`src/rtl/serial_adder_unit.sv`:
```
// serial_adder_unit: bit-serial WIDTH-bit add/subtract built around one full adder.
module full_adder (
  input  logic a,
  input  logic b,
  input  logic ci,
  output logic s,
  output logic co
);
  assign s  = a ^ b ^ ci;
  assign co = (a & b) | (ci & (a ^ b));
endmodule

module serial_adder_unit #(
  parameter int WIDTH = 8
) (
  input  logic             clk,
  input  logic             rst,
  input  logic             start,
  input  logic [WIDTH-1:0] A,
  input  logic [WIDTH-1:0] B,
  input  logic             Sub,
  output logic             busy,
  output logic             done,
  output logic [WIDTH-1:0] S,
  output logic             Co,
  output logic             V
);
  localparam int CW = $clog2(WIDTH);
  typedef enum logic [1:0] {IDLE, RUN, DONE} state_t;
  state_t state, state_nxt;
  logic [WIDTH-1:0] a_sh, b_sh, s_r;
  logic [CW-1:0] cnt;
  logic carry, co_r, v_r, fa_s, fa_co, last;
  full_adder fa (.a(a_sh[0]), .b(b_sh[0]), .ci(carry), .s(fa_s), .co(fa_co));
  assign last = cnt == CW'(WIDTH - 1);
  always_comb begin
    state_nxt = state == IDLE ? (start ? RUN : IDLE) :
                state == RUN  ? (last ? DONE : RUN) : IDLE;
  end
  assign busy = state == RUN;
  assign done = state == DONE;
  assign S    = s_r;
  assign Co   = co_r;
  assign V    = v_r;
  // Co/V are latched on the final RUN edge so they are already valid while done is high.
  always_ff @(posedge clk) begin
    if (rst) begin
      state <= IDLE;
      a_sh  <= '0;
      b_sh  <= '0;
      s_r   <= '0;
      cnt   <= '0;
      carry <= 1'b0;
      co_r  <= 1'b0;
      v_r   <= 1'b0;
    end else begin
      state <= state_nxt;
      if (state == IDLE && start) begin
        a_sh  <= A;
        b_sh  <= Sub ? ~B : B;
        carry <= Sub;
        cnt   <= '0;
        co_r  <= 1'b0;
        v_r   <= 1'b0;
      end else if (state == RUN) begin
        s_r   <= {fa_s, s_r[WIDTH-1:1]};
        carry <= fa_co;
        a_sh  <= a_sh >> 1;
        b_sh  <= b_sh >> 1;
        cnt   <= cnt + 1'b1;
        if (last) begin
          co_r <= fa_co;
          v_r  <= carry ^ fa_co;
        end
      end
    end
  end
endmodule

```
`config.mk`:
```
export PLATFORM = sky130hd
export DESIGN_NAME = serial_adder_unit
export DESIGN_NICKNAME = d
export VERILOG_FILES = /design/src/rtl/serial_adder_unit.sv
export SDC_FILE = /design/constraint.sdc
export NUM_CORES = 1
export LEC_CHECK = 0
export BUFFER_PORTS_ARGS = -buffer_cell sky130_fd_sc_hd__buf_2
export CORE_ASPECT_RATIO = 0.8
export CORE_UTILIZATION = 50
export DETAILED_ROUTE_END_ITERATION = 8
export HOLD_SLACK_MARGIN = 0.05
export PLACE_DENSITY = 0.73
export RECOVER_POWER = 25
export SYNTH_ARGS = -nofsm -noshare
export SYNTH_HDL_FRONTEND = slang
export SYNTH_SLANG_ARGS = --single-unit
```
`constraint.sdc`:
```
create_clock -name clk -period 2.55 [get_ports clk]
set_clock_uncertainty 0.1 [all_clocks]
set_input_delay 0.255 -clock clk [delete_from_list [all_inputs] [get_ports clk]]
set_output_delay 0.255 -clock clk [all_outputs]
set_load 0.02 [all_outputs]
```
==> impl_summary.log <==
INFO  metric met1_usage = 23.3%
INFO  metric post_synth_inst_count = 156
INFO  metric post_dp_cell_area = 1590 µm²
INFO  metric floorplan.initialDensity = 52.7%
INFO  metric ctsHoldBuffers = 0
INFO  metric crit_chain = or2b_1, inv_1, buf_2
INFO  metric viasPerCell = 5.09
INFO  metric syn-mean-instance-area = 9.34 µm²
INFO  metric worst_path_dominant_cell_family = buffers and inverters
INFO  metric cts_h_tree_depth = 2
INFO  metric top_count_cell_post_synth = sky130_fd_sc_hd__dfxtp_1
INFO  metric final_layout_size_suffix_gt1_share = 18.9%
INFO  metric critPathLaunchType = flop
INFO  metric globalRouteTotalUtil = 19.2%
INFO  metric cap_viol_max_count = 0
INFO  metric fin_worst_hold_slack = 72.7 ps
INFO  metric fin_crit_sh = 87.2%
INFO  metric route.final.wire_length = 2710 µm
INFO  metric cts_root_buffer = sky130_fd_sc_hd__clkbuf_4
INFO  metric floorplan.die_area = 3140 µm²
INFO  metric max_clock_freq = 0.450 GHz
INFO  metric drcViolationCount = 0
INFO  metric met3_usage = 7.73%
INFO  metric area_growth = 12.1%
INFO  metric final_cell_area = 1630 µm²
INFO  metric num_vias = 1135
INFO  metric result_of_the_run = finished, final reports clean
INFO  metric synth_top_cells_by_area = sky130_fd_sc_hd__dfxtp_1 44%, sky130_fd_sc_hd__mux2i_1 8.2%, sky130_fd_sc_hd__nand2_1 5.7%
INFO  metric path_type_of_the_worst_setup_path = reg -> out
INFO  metric critical_path_max_stage_delay = 510 ps
INFO  metric worst_path_max_delay_cell = sky130_fd_sc_hd__dfxtp_1
INFO  metric netlist.top_cell.by_area = sky130_fd_sc_hd__dfxtp_1
INFO  metric synthDominantCellAreaShare = 43.9%
INFO  metric synth_nets = 179
INFO  metric port-buffer-count = 31
INFO  metric clk-insertion-delay-late = 340 ps
INFO  metric drtAntennaViolNets = 0
INFO  metric ios = 32
INFO  metric total_power = 0.000986 W
INFO  metric critical_path.max_fanout = 15
INFO  metric placeableCoreArea = 2770 µm²
INFO  metric timing.critical_path.arrival = 1870 ps
INFO  metric power.ir.vdd_worst = 0.000320 V
INFO  metric synth.yosys.seq_area_share = 43.9%
INFO  metric layout.core_utilization = 59.1%
INFO  metric synth_commonest_cells = 32 x sky130_fd_sc_hd__dfxtp_1, 22 x sky130_fd_sc_hd__nand2_1, 13 x sky130_fd_sc_hd__a21oi_1, 13 x sky130_fd_sc_hd__nor2_1, 12 x sky130_fd_sc_hd__mux2i_1
INFO  metric diodes = 0
INFO  metric synth_seq_cells = 32
INFO  metric worst_slew_pin_slew = 509 ps
INFO  metric globalRoute.totalOverflow = 0
INFO  metric ys.flop_type = sky130_fd_sc_hd__dfxtp_1
INFO  metric slew-limit-headroom = 66.1%
INFO  metric post_synth_num_cell_types = 27
INFO  metric initial_antenna_violation_count = 0
INFO  metric cts.sinks = 32
INFO  metric drtIter0Drc = 64
INFO  metric grt_max_degree = 33
INFO  metric die_h = 50.3 µm
INFO  metric timing.final.setup_violations = 0
INFO  metric die_width = 62.4 µm
INFO  metric setup_total_negative_slack = 0 ps
INFO  metric global_route_wire_length_before_repair = 4500 µm
INFO  metric routed_wirelength_normalized_by_instance_count = 12.2 µm
INFO  metric post_synth_instance_area = 1460 µm²
INFO  metric num-nets-final = 207
INFO  metric placementRows = 17
INFO  metric postSynth.asyncResetShare = 0%
INFO  metric edff_count_synth = 0
INFO  metric drtPass1Iterations = 4
INFO  metric ctsLongestPathBuffers = 2
INFO  metric tritoncts_clock_tree = done
INFO  metric cts.clk_slew.worst_paths = 90 ps
INFO  metric timing_hold_violations_final = 0
INFO  metric gp_congestion = 0.832
INFO  metric finalWorstPathRequiredPeriod = 2220 ps
INFO  metric grt_setup_unrepaired = no
INFO  metric place.detailed.hpwl = 1890 µm
INFO  metric grt_busiest_layer = met2
INFO  metric grt_pass1_vias = 1058
INFO  metric groute.layer.met2.usage = 31.3%
INFO  metric crit_path_end_kind = primary output
INFO  metric number_of_warnings_reported_in_the_yosys_synthesis_log = 0
INFO  metric cp.required = 2190 ps
INFO  metric postCtsSetupBuffers = 0
INFO  metric min_path_type = in -> reg
INFO  metric layout.filler_cells = 265
INFO  metric crit_buf_inv = 2
INFO  metric final_max_slew_viol_count = 0
INFO  metric cts.repair.resized = 0
INFO  metric tritoncts.num_buffers = 5
INFO  metric leakage = 0.655 nW
INFO  metric power.density = 604 nW/µm²
-- cells by family after synthesis --
| logic type | Yosys count | share of synthesized area (%) |
|---|---|---|
| buf+inv | 13 | 6.18 |
| fa+ha+maj | 3 | 3.09 |
| compound gates | 35 | 15.9 |
| flops | 32 | 43.9 |
| mux | 12 | 8.24 |
| xor+xnor | 10 | 6.01 |
| simple gates | 51 | 16.7 |
-- worst min-delay path: cells and delay by family --
family / cells / cell delay [ps]
AOI/OAI and AO/OA: 1 / 60
buffers and inverters: 1 / 70
and+or+nand+nor: 1 / 80
-- layout by cell type, fill, tap and decap left out, drive strengths merged, types with 2 or more instances in the layout --
cell type | synthesis | routed
nand2 | 22 | 22
nor2 | 13 | 13
o22ai | 4 | 4
buf | 6 | 22
and2b | 2 | 2
nand2b | 8 | 8
o32ai | 3 | 3
nand3 | 2 | 2
a211oi | 8 | 8
xor2 | 9 | 9
inv | 2 | 2
a22oi | 5 | 5
ha | 2 | 2
clkbuf | 5 | 16
mux2i | 12 | 12
a21oi | 13 | 13
dfxtp | 32 | 32
clkinv | 0 | 2
-- per-stage QoR --
stage	instances	worst slack (ps)
floorplan	156	1160
global placement	215	776
detailed placement	215	716
CTS	223	347
global route	223	232
finish	223	327
-- layer usage --
metal / part of all wire [%] / vias up
li1: - / 591
met1: 48 / 519
met2: 46 / 20
met3: 4.8 / 5
met4: 1.4 / 0
met5: 0 / -
-- power by group --
group,internal (W),switching (W)
logic,0.0000623,0.0000786
clock network,0.000131,0.000169
registers,0.000527,0.0000183
total,0.000720,0.000266
-- cell type report --
class	count	area (µm²)	share of cell area, %
inverter	2	7.51	0.459
timing repair buffer	32	150	9.19
multi-input combinational	111	727	44.5
sequential	32	641	39.2
clock buffer	6	51.3	3.14
clock inverter	2	10.0	0.613
tap	38	47.5	2.91
-- worst paths after layout --
path | end | depth (start not counted) | slack (ps) | startpoint
hold reg to reg | V | 2 | 360 | V
setup / recovery | busy | 3 | 330 | state[0]
hold / removal | a_sh[7] | 3 | 70 | A[7]
setup reg to reg | V | 4 | 820 | state[0]
-- state kept, by name, indices dropped and copies added (netlist names) --
name	flops
cnt	3
a_sh	8
S	8
carry	1
b_sh	8
Co	1
V	1
state	2
(Power assumes the default switching activity.)
